**src/rtl/approx_mul8_seq_sched.sv**
```systemverilog
// Sequential 8x8 multiplier scheduler that time-shares one external 4x4 approximate
// sub-multiplier, one quadrant per cycle. Optional macro SKIP_ZERO_EN skips zero-nibble quadrants.
module approx_mul8_seq_sched #(
  parameter int unsigned NW = 4
) (
  input  logic              clk,
  input  logic              rst,
  input  logic              in_valid,
  output logic              in_ready,
  input  logic [2*NW-1:0]   in_a,
  input  logic [2*NW-1:0]   in_b,
  output logic [NW-1:0]     mul_a,
  output logic [NW-1:0]     mul_b,
  output logic [1:0]        mul_sel,
  input  logic [2*NW-1:0]   mul_prod,
  output logic              out_valid,
  input  logic              out_ready,
  output logic [4*NW-1:0]   out_prod,
  output logic              busy
);

  localparam int unsigned OW = 2 * NW;
  localparam int unsigned RW = 4 * NW;

  typedef enum logic [2:0] {StIdle, StLl, StLh, StHl, StHh, StDone} state_e;

  state_e          state_q, state_d;
  logic [OW-1:0]   op_a_q, op_b_q;
  logic [OW-1:0]   src_a, src_b;
  logic [RW-1:0]   acc_q, pp_shifted;
  logic [3:0]      keep;
  logic [1:0]      q_d;
  logic            issue_d, issuing;

  function automatic logic [NW-1:0] nib(input logic hi, input logic [OW-1:0] v);
    return hi ? v[OW-1:NW] : v[NW-1:0];
  endfunction

  // First quadrant at or after 'start' that is still to be issued, else DONE.
  function automatic state_e seek(input logic [3:0] k, input int start);
    state_e r;
    r = StDone;
    for (int q = 3; q >= 0; q--) begin
      if (q >= start && k[q]) r = state_e'(3'(q + 1));
    end
    return r;
  endfunction

  always_comb begin
    // At accept the skip decision must look at the live operands.
    src_a = (state_q == StIdle) ? in_a : op_a_q;
    src_b = (state_q == StIdle) ? in_b : op_b_q;
`ifdef SKIP_ZERO_EN
    for (int q = 0; q < 4; q++) begin
      keep[q] = (nib(q[1], src_a) != '0) && (nib(q[0], src_b) != '0);
    end
`else
    keep = 4'b1111;
`endif
    state_d = state_q;
    unique case (state_q)
      StIdle:  if (in_valid) state_d = seek(keep, 0);
      StLl:    state_d = seek(keep, 1);
      StLh:    state_d = seek(keep, 2);
      StHl:    state_d = seek(keep, 3);
      StHh:    state_d = StDone;
      StDone:  if (out_ready) state_d = StIdle;
      default: state_d = StIdle;
    endcase
  end

  always_comb begin
    issue_d = 1'b1;
    q_d     = 2'd0;
    unique case (state_d)
      StLl:    q_d = 2'd0;
      StLh:    q_d = 2'd1;
      StHl:    q_d = 2'd2;
      StHh:    q_d = 2'd3;
      default: issue_d = 1'b0;
    endcase
    issuing = (state_q != StIdle) && (state_q != StDone);
    unique case (mul_sel)
      2'd0:    pp_shifted = {{OW{1'b0}}, mul_prod};
      2'd3:    pp_shifted = {{OW{1'b0}}, mul_prod} << (2 * NW);
      default: pp_shifted = {{OW{1'b0}}, mul_prod} << NW;
    endcase
  end

  always_ff @(posedge clk or posedge rst) begin
    if (rst) begin
      state_q   <= StIdle;
      op_a_q    <= '0;
      op_b_q    <= '0;
      acc_q     <= '0;
      in_ready  <= 1'b1;
      busy      <= 1'b0;
      out_valid <= 1'b0;
      mul_a     <= '0;
      mul_b     <= '0;
      mul_sel   <= 2'd0;
    end else begin
      state_q <= state_d;
      if (state_q == StIdle && in_valid) begin
        op_a_q <= in_a;
        op_b_q <= in_b;
        acc_q  <= '0;
      end else if (issuing) begin
        acc_q <= acc_q + pp_shifted;
      end
      in_ready  <= (state_d == StIdle);
      busy      <= (state_d != StIdle);
      out_valid <= (state_d == StDone);
      // Issue outputs are registered for the state being entered.
      if (issue_d) begin
        mul_sel <= q_d;
        mul_a   <= nib(q_d[1], src_a);
        mul_b   <= nib(q_d[0], src_b);
      end else begin
        mul_sel <= 2'd0;
        mul_a   <= '0;
        mul_b   <= '0;
      end
    end
  end

  assign out_prod = acc_q;

endmodule

```
**config.mk**
```make
export PLATFORM = sky130hd
export DESIGN_NAME = approx_mul8_seq_sched
export DESIGN_NICKNAME = d
export VERILOG_FILES = /design/src/rtl/approx_mul8_seq_sched.sv
export SDC_FILE = /design/constraint.sdc
export NUM_CORES = 1
export LEC_CHECK = 0
export ABC_CLOCK_PERIOD_IN_PS = 2800
export BUFFER_PORTS_ARGS = -buffer_cell sky130_fd_sc_hd__buf_2
export CAP_MARGIN = 25
export CORE_ASPECT_RATIO = 1.25
export CORE_MARGIN = 2
export CORE_UTILIZATION = 40
export CTS_CLUSTER_SIZE = 10
export DETAILED_ROUTE_END_ITERATION = 7
export PLACE_DENSITY = 0.67
export SLEW_MARGIN = 20
export SYNTH_ARGS = -nofsm -noshare
export SYNTH_HDL_FRONTEND = slang
export SYNTH_SLANG_ARGS = --single-unit
```
**constraint.sdc**
```tcl
create_clock -name clk -period 2.8 [get_ports clk]
set_input_delay 0.14 -clock clk [delete_from_list [all_inputs] [get_ports clk]]
set_output_delay 0.14 -clock clk [all_outputs]
set_load 0.005 [all_outputs]
```
==> summary.txt, run 1 <==
Setup path
  – Maximum fanout along the worst path: 4
  – Kind of critical path: reg -> reg
  – Critical Path RT: 2990 ps
  – Startpoint types: register
  – CP Capture Type: register
  – Cell mode on critical path: inv_1
  – Worst EP arrival: 2830 ps
  – FF-to-FF End: out_prod[10]
  – R2r setup slk: 160 ps
  – CP delay by family, top: adder cells
  – Crit path cell chain: inv_1, ha_4, nor2b_4, and2_1, ha_1, inv_1, fa_2, nand2b_4, a21o_1, a21oi_2, a31oi_1, xor2_1, o21ai_2
  – Reg2reg path depth: 13
  – Slowest CP cell: dfrtp_1
  – Reg2reg start: mul_sel[0]
  – Buf/Inv on CP: 2
  – Max stage delay on crit path: 410 ps

Finish
  – Final net count: 398
  – Synth-to-Final Area Change: 21.0%
  – Non-Filler Instances: 441
  – Layout cell share with drive strength beyond 1: 0.348
  – # diodes: 0
  – Post-layout util: 0.498

Hold path
  – Hold_sp: out_ready
  – Hold Path Cell Cnt: 2
  – Hold Path Class: in -> reg
  – Hold EP: out_valid

Clock network
  – Clock Latency Late Sink: 300 ps
  – Num CTS Buffers: 5
  – H-tree Lvls: 2
  – Clock Sinks: 48
  – TritonCTS clock tree: yes
  – Longest Clk Path Bufs: 2
  – Clock slew at reported path FFs: 100 ps
  – Clk root buf: clkbuf_8

Floorplan
  – Row count: 34
  – Initial Utilization: 0.411
  – I/O pin cnt: 57
  – Die X: 79.5 um
  – Core area: 6930 sq um
  – DIE HEIGHT: 98.4 um
  – Die area: 7820 sq um

Global routing
  – Initial antenna violation count: 0
  – Total GRT Usage: 0.168
  – Vias in the first global route: 2,245
  – Pin count of the biggest net entering global routing: 28
  – Grt ovf: 0
  – First-pass GRT wire length: 10,500 um

Drt
  – Total Routed Length: 6300 um
  – Via count: 2,304
  – Vias per std cell: 5.22
  – DRC: 0
  – DR iter-0 viols: 89
  – Drt first pass iters: 4
  – Antenna viol nets, final: 0
  – DR WL/cell: 14.3 um

Timing
  – Worst Tran Pin Value: 477 ps
  – Slew margin rel.: 0.682
  – Worst Clk Skew: 4.63 ps
  – Final hold slack: 64.4 ps
  – Crit path time final: 2640 ps
  – Fmax: 379 MHz
  – Max Slew Vio Count: 0
  – Final period util: 0.941
  – Fin. Hold Viols: 0
  – Setup violations, final: 0

Pwr
  – Peak supply drop: 0.601 mV
  – Static leakage: 1.66 nW
  – Post-layout power: 4.75 mW
  – PwrDens: 1380 nW/um^2

Yosys
  – Cells after Synth: 285
  – Unique masters post-synth: 47
  – Netlist Area Pre-Place: 2850 sq um
  – FF+latch count, synth: 48
  – Register area share after synthesis: 0.422
  – Mapped Avg Cell Area: 10.0 sq um
  – Synth Net Count: 333
  – Async SR Flop Fraction: 1.00
  – Yosys warns: 0
  – Area leader, netlist: dfrtp_1
  – Predominant post-synthesis flop cell: dfrtp_1
  – Share of the synthesized area in the top cell type: 0.412
  – EDFF count, synth: 0
  – Synth area leaders: dfrtp_1 41%, ha_1 8.3%, mux2_2 6.3%

Placement
  – Port Buffers: 56
  – DP Cell Count: 430
  – GPL Wtd Cong: 0.906
  – Hpwl dp: 4770 um

Run
  – Max cap viols: 0

Outcome
  – Status: finished clean
-- worst max path at each step --
stage / endpoint / cells after the start / from
after floorplan: out_prod[12] / 13 / mul_sel[0]
after global placement: out_prod[12] / 13 / mul_sel[0]
after detailed placement: out_prod[12] / 13 / mul_sel[0]
after CTS: out_prod[14] / 13 / mul_sel[0]
after global routing: out_prod[10] / 11 / mul_sel[0]
final: out_prod[10] / 13 / mul_sel[0]
-- stage by stage --
| stage | TNS (ps) | cell area [sq um] | setup WS [ps] |
|---|---|---|---|
| 3_3_place_gp | 0 | 3220 | 73.3 |
| 6_report | 0 | 3450 | 165 |
| 3_5_place_dp | -139 | 3240 | -66.7 |
| 5_1_grt | -25.1 | 3450 | -24.9 |
| 2_1_floorplan | 0 | 2850 | 178 |
| 4_1_cts | 0 | 3380 | 6.41 |
-- repair_timing --
action	CTS	global route
pin swaps	0	3
setup buffers	0	2
hold endpoints to repair	21	0
hold buffers	1	0
endpoints found under the setup margin	3	6
resized for setup	2	13
-- Yosys cell counts (5+ instances only) --
cell,count
a211oi_1,6
a21o_1,5
a21oi_1,19
and2_1,8
dfrtp_1,47
ha_1,19
inv_1,9
mux2_2,16
mux2i_1,7
nand2_1,44
nor2_1,15
o21ai_0,14
o21ai_2,9
xnor2_1,5
xor2_1,6
-- where the power goes --
group	internal [mW]	switching [mW]	total, mW	leakage [nW]
combinational	1.37	1.58	2.94	1.01
clock	0.292	0.246	0.538	0.0614
sequential	1.05	0.220	1.27	0.589
-- sequential cells by signal, indices dropped and copies added (netlist names) --
signal	cells
mul_b	4
mul_a	4
out_valid	1
in_ready	1
mul_sel	2
busy	1
op_a_q	8
out_prod	16
state_q	3
op_b_q	8
-- layer usage --
layer,track usage,part of all wire,routed length (um)
met5,0,0,0
met2,0.286,0.50,3130
met1,0.217,0.44,2800
met3,0.0333,0.047,296
met4,0.0451,0.011,68
-- area by class of cell --
| cell class | count | area [sq um] |
|---|---|---|
| inverters | 11 | 43.8 |
| clock inverters | 2 | 38.8 |
| multi-input cells | 216 | 1580 |
| clock buffers | 6 | 82.6 |
| well taps | 90 | 113 |
| flip-flops and latches | 48 | 1200 |
| repair buffers | 68 | 389 |
| fillers | 673 | 3480 |
-- cell families (layout without fill, tap and decap cells) --
kind of cell	Yosys count	in the layout	synth area share
DFF	48	48	0.422
and+or+nand+nor	88	88	0.150
AOI/OAI and AO/OA	74	74	0.172
buffers and inverters	21	87	0.0452
muxes	23	23	0.0878
adders and majority gates	20	20	0.0904
xor gates and xnor gates	11	11	0.0338
-- placed cells by master, fill, tap and decap left out, types with 4 or more instances in the layout --
cell type	n
dfrtp_1	47
mux2_2	16
inv_1	8
and2_1	8
clkbuf_8	6
mux2i_1	7
xor2_1	6
xnor2_1	5
a21oi_1	16
a211oi_1	5
a22oi_1	4
nor2_1	15
buf_4	9
ha_1	17
o21ai_0	12
nand2_1	44
buf_2	56
o21ai_2	9
a21o_1	5
Note: power is estimated with default switching activity, not from simulation.
==> run 2: changes to the inputs <==
--- a/config.mk
+++ b/config.mk
@@ -10,10 +10,10 @@
 export CAP_MARGIN = 25
 export CORE_ASPECT_RATIO = 1.25
 export CORE_MARGIN = 2
-export CORE_UTILIZATION = 40
+export CORE_UTILIZATION = 29
 export CTS_CLUSTER_SIZE = 10
 export DETAILED_ROUTE_END_ITERATION = 7
-export PLACE_DENSITY = 0.67
+export PLACE_DENSITY = 0.44
 export SLEW_MARGIN = 20
 export SYNTH_ARGS = -nofsm -noshare
 export SYNTH_HDL_FRONTEND = slang
==> summary.txt, run 2 (synthesis gave the netlist of run 1 again) <==
Placement
  – Hpwl dp: 5190 um (+8.7%)
  – Port Buffers: 56 (unchanged)
  – Placed cell area: 3310 sq um (+2.0%)
  – GPL Wtd Cong: 0.873 (-3.6%)

Clock network
  – H-tree Lvls: 2 (unchanged)
  – Longest Clk Path Bufs: 2 (unchanged)
  – Clk root buf: clkbuf_16
  – TritonCTS clock tree: yes
  – Clock Latency Late Sink: 290 ps (about the same)
  – Clock Sinks: 48 (unchanged)
  – Num CTS Buffers: 5 (unchanged)
  – Clock slew at reported path FFs: 70 ps (-30 ps)

Drt
  – Drt first pass iters: 6 (+2)
  – Antenna viol nets, final: 0 (unchanged)
  – DR iter-0 viols: 55 (-38%)
  – Total Routed Length: 6980 um (+11%)
  – DR WL/cell: 14.5 um (+1.6%)
  – Vias per std cell: 4.67 (-11%)
  – Via count: 2,248 (-2.4%)
  – DRC: 0 (unchanged)

Setup path
  – Kind of critical path: reg -> reg
  – Maximum fanout along the worst path: 12 (+8)
  – CP Capture Type: register
  – Critical Path RT: 3010 ps (+20 ps)
  – Crit path cell chain: inv_1, ha_4, buf_4, nand2_1, o21ai_0, ha_1, nand2_1, a211oi_1, buf_4, nor2_1, o21ai_1, mux2i_1, mux2i_1
  – Startpoint types: register
  – Slowest CP cell: dfrtp_1
  – Max stage delay on crit path: 380 ps (-30 ps)
  – Worst EP arrival: 2820 ps (about the same)

Pwr
  – PwrDens: 1400 nW/um^2 (+2.0%)
  – Power Internal: 2.89 mW (+6.8%)
  – Power share of the combinational group: 0.600 (-0.020)
  – Clock power frac: 0.145 (+0.032)
  – NetSw: 2.10 mW (+2.6%)
  – Reg power frac: 0.256 (-0.011)
  – Post-layout power: 4.99 mW (+5.0%)
  – Peak supply drop: 0.538 mV (-11%)
  – Switching share of power: 0.420 (-0.00980)
  – Static leakage: 1.70 nW (+2.4%)

Timing
  – Worst Clk Skew: 6.24 ps (+1.61 ps)
  – Fin. Hold Viols: 0 (unchanged)
  – Fmax: 383 MHz (+0.92%)
  – Setup violations, final: 0 (unchanged)
  – Max Slew Vio Count: 0 (unchanged)
  – Final period util: 0.933 (-0.00860)
  – RSZ-0062 raised after global routing: true
  – Worst Tran Pin Value: 617 ps (+140 ps)
  – Crit path time final: 2610 ps (-24.1 ps)
  – Slew margin rel.: 0.589 (-0.0932)
  – Setup_tns: 0 ps (unchanged)

Global routing
  – Vias in the first global route: 2,285 (+1.8%)
  – Total GRT Usage: 0.137 (-0.0313)
  – Grt ovf: 0 (unchanged)
  – Pin count of the biggest net entering global routing: 49 (+75%)
  – Initial antenna violation count: 0 (unchanged)
  – First-pass GRT wire length: 11,600 um (+10%)

Finish
  – Most common cell after layout, fill and taps aside: buf_2
  – Synth-to-Final Area Change: 24.7%
  – Filler cells: 1,001 (+49%)
  – Largest register FFs: 16 (unchanged)
  – Final net count: 402 (+1.0%)
  – Layout cell share with drive strength beyond 1: 0.344 (-0.00392)
  – Register area: 1200 sq um (unchanged)
  – Most frequent cells in the layout: 56 x buf_2, 47 x dfrtp_1, 44 x nand2_1, 18 x ha_1, 17 x a21oi_1
  – Multi-input logic area: 1570 sq um (-0.87%)
  – Final Instance Area: 3550 sq um (+3.0%)
  – # diodes: 0 (unchanged)

Run
  – Max cap viols: 0 (unchanged)

Floorplan
  – DIE HEIGHT: 115 um (+17%)
  – Initial Utilization: 0.297 (-0.114)
  – Row count: 40 (+18%)
  – Core area: 9610 sq um (+39%)
  – Die X: 92.7 um (+17%)
  – Die area: 10,600 sq um (+36%)
  – I/O pin cnt: 57 (unchanged)

Hold path
  – Hold Path Class: in -> reg

Outcome
  – Status: finished clean
[run 2: changes by cell type in the layout (fill, tap and decap cells not counted), sizes merged]
cell / before / now
buf: 67 / 71
[run 2: worst max-delay path, delay by kind of cell (launching register included)]
| family | cells | cell delay [ps] |
|---|---|---|
| adders and majority gates | 2 | 590 |
| AOI/OAI and AO/OA | 3 | 510 |
| buffers and inverters | 3 | 430 |
| muxes | 2 | 430 |
| DFF | 1 | 380 |
| and+or+nand+nor | 3 | 190 |
[run 2: power groups by stage]
| stage | Clock (mW) | Sequential (mW) | Combinational (mW) |
|---|---|---|---|
| global placement | 0 | 1.28 | 2.87 |
| floorplan | 0 | 1.25 | 2.16 |
| global route | 0.773 | 1.33 | 3.35 |
| CTS | 0.749 | 1.28 | 2.89 |
| detailed placement | 0 | 1.29 | 2.88 |
| finish | 0.723 | 1.28 | 2.99 |
[run 2: path summary, 6_finish.rpt]
check | from | to | slack (ps) | cells after the start
max | mul_sel[0] | out_prod[15] | 190 | 13
min | in_b[6] | op_b_q[6] | 80 | 2
max reg2reg | mul_sel[0] | out_prod[15] | 190 | 13
min reg2reg | out_prod[15] | out_prod[15] | 480 | 1
max in group asynchronous | rst | mul_b[1] | 1900 | 3
min in group asynchronous | rst | out_prod[6] | 480 | 3
[run 2: per-stage QoR]
step | setup slack, ps | std cells | hold slack [ps] | utilization
4_1_cts | 1.50 | 479 | 72.6 | 0.364
3_5_place_dp | -30.9 | 470 | 283 | 0.344
5_1_grt | -27.6 | 481 | 86.8 | 0.370
6_report | 189 | 481 | 79.4 | 0.370
2_1_floorplan | 178 | 285 | 269 | -
3_3_place_gp | 57.8 | 470 | 372 | 0.344
[run 2: metal layers]
| layer | part of all wire | vias up | global-route usage | wire length [um] |
|---|---|---|---|---|
| met4 | 0.0073 | 0 | 0.0284 | 51 |
| met5 | 0 | - | 0 | 0 |
| li1 | - | 1136 | - | - |
| met1 | 0.47 | 1062 | 0.176 | 3250 |
| met3 | 0.045 | 4 | 0.0301 | 313 |
| met2 | 0.48 | 46 | 0.238 | 3360 |
[run 2: layout make-up]
type / count / area share
multi-input cells: 216 / 0.441
flip-flops and latches: 48 / 0.338
repair buffers: 72 / 0.113
well taps: 126 / 0.0444
clock buffers: 6 / 0.0391
inverters: 11 / 0.0130
clock inverters: 2 / 0.0109
[run 2: repair_timing]
action	in CTS	in global routing
endpoints found under the hold margin	47	0
setup endpoints to repair	3	7
hold buffers	1	0
buffers inserted	0	2
gates resized for setup	1	10
pin swaps	0	4
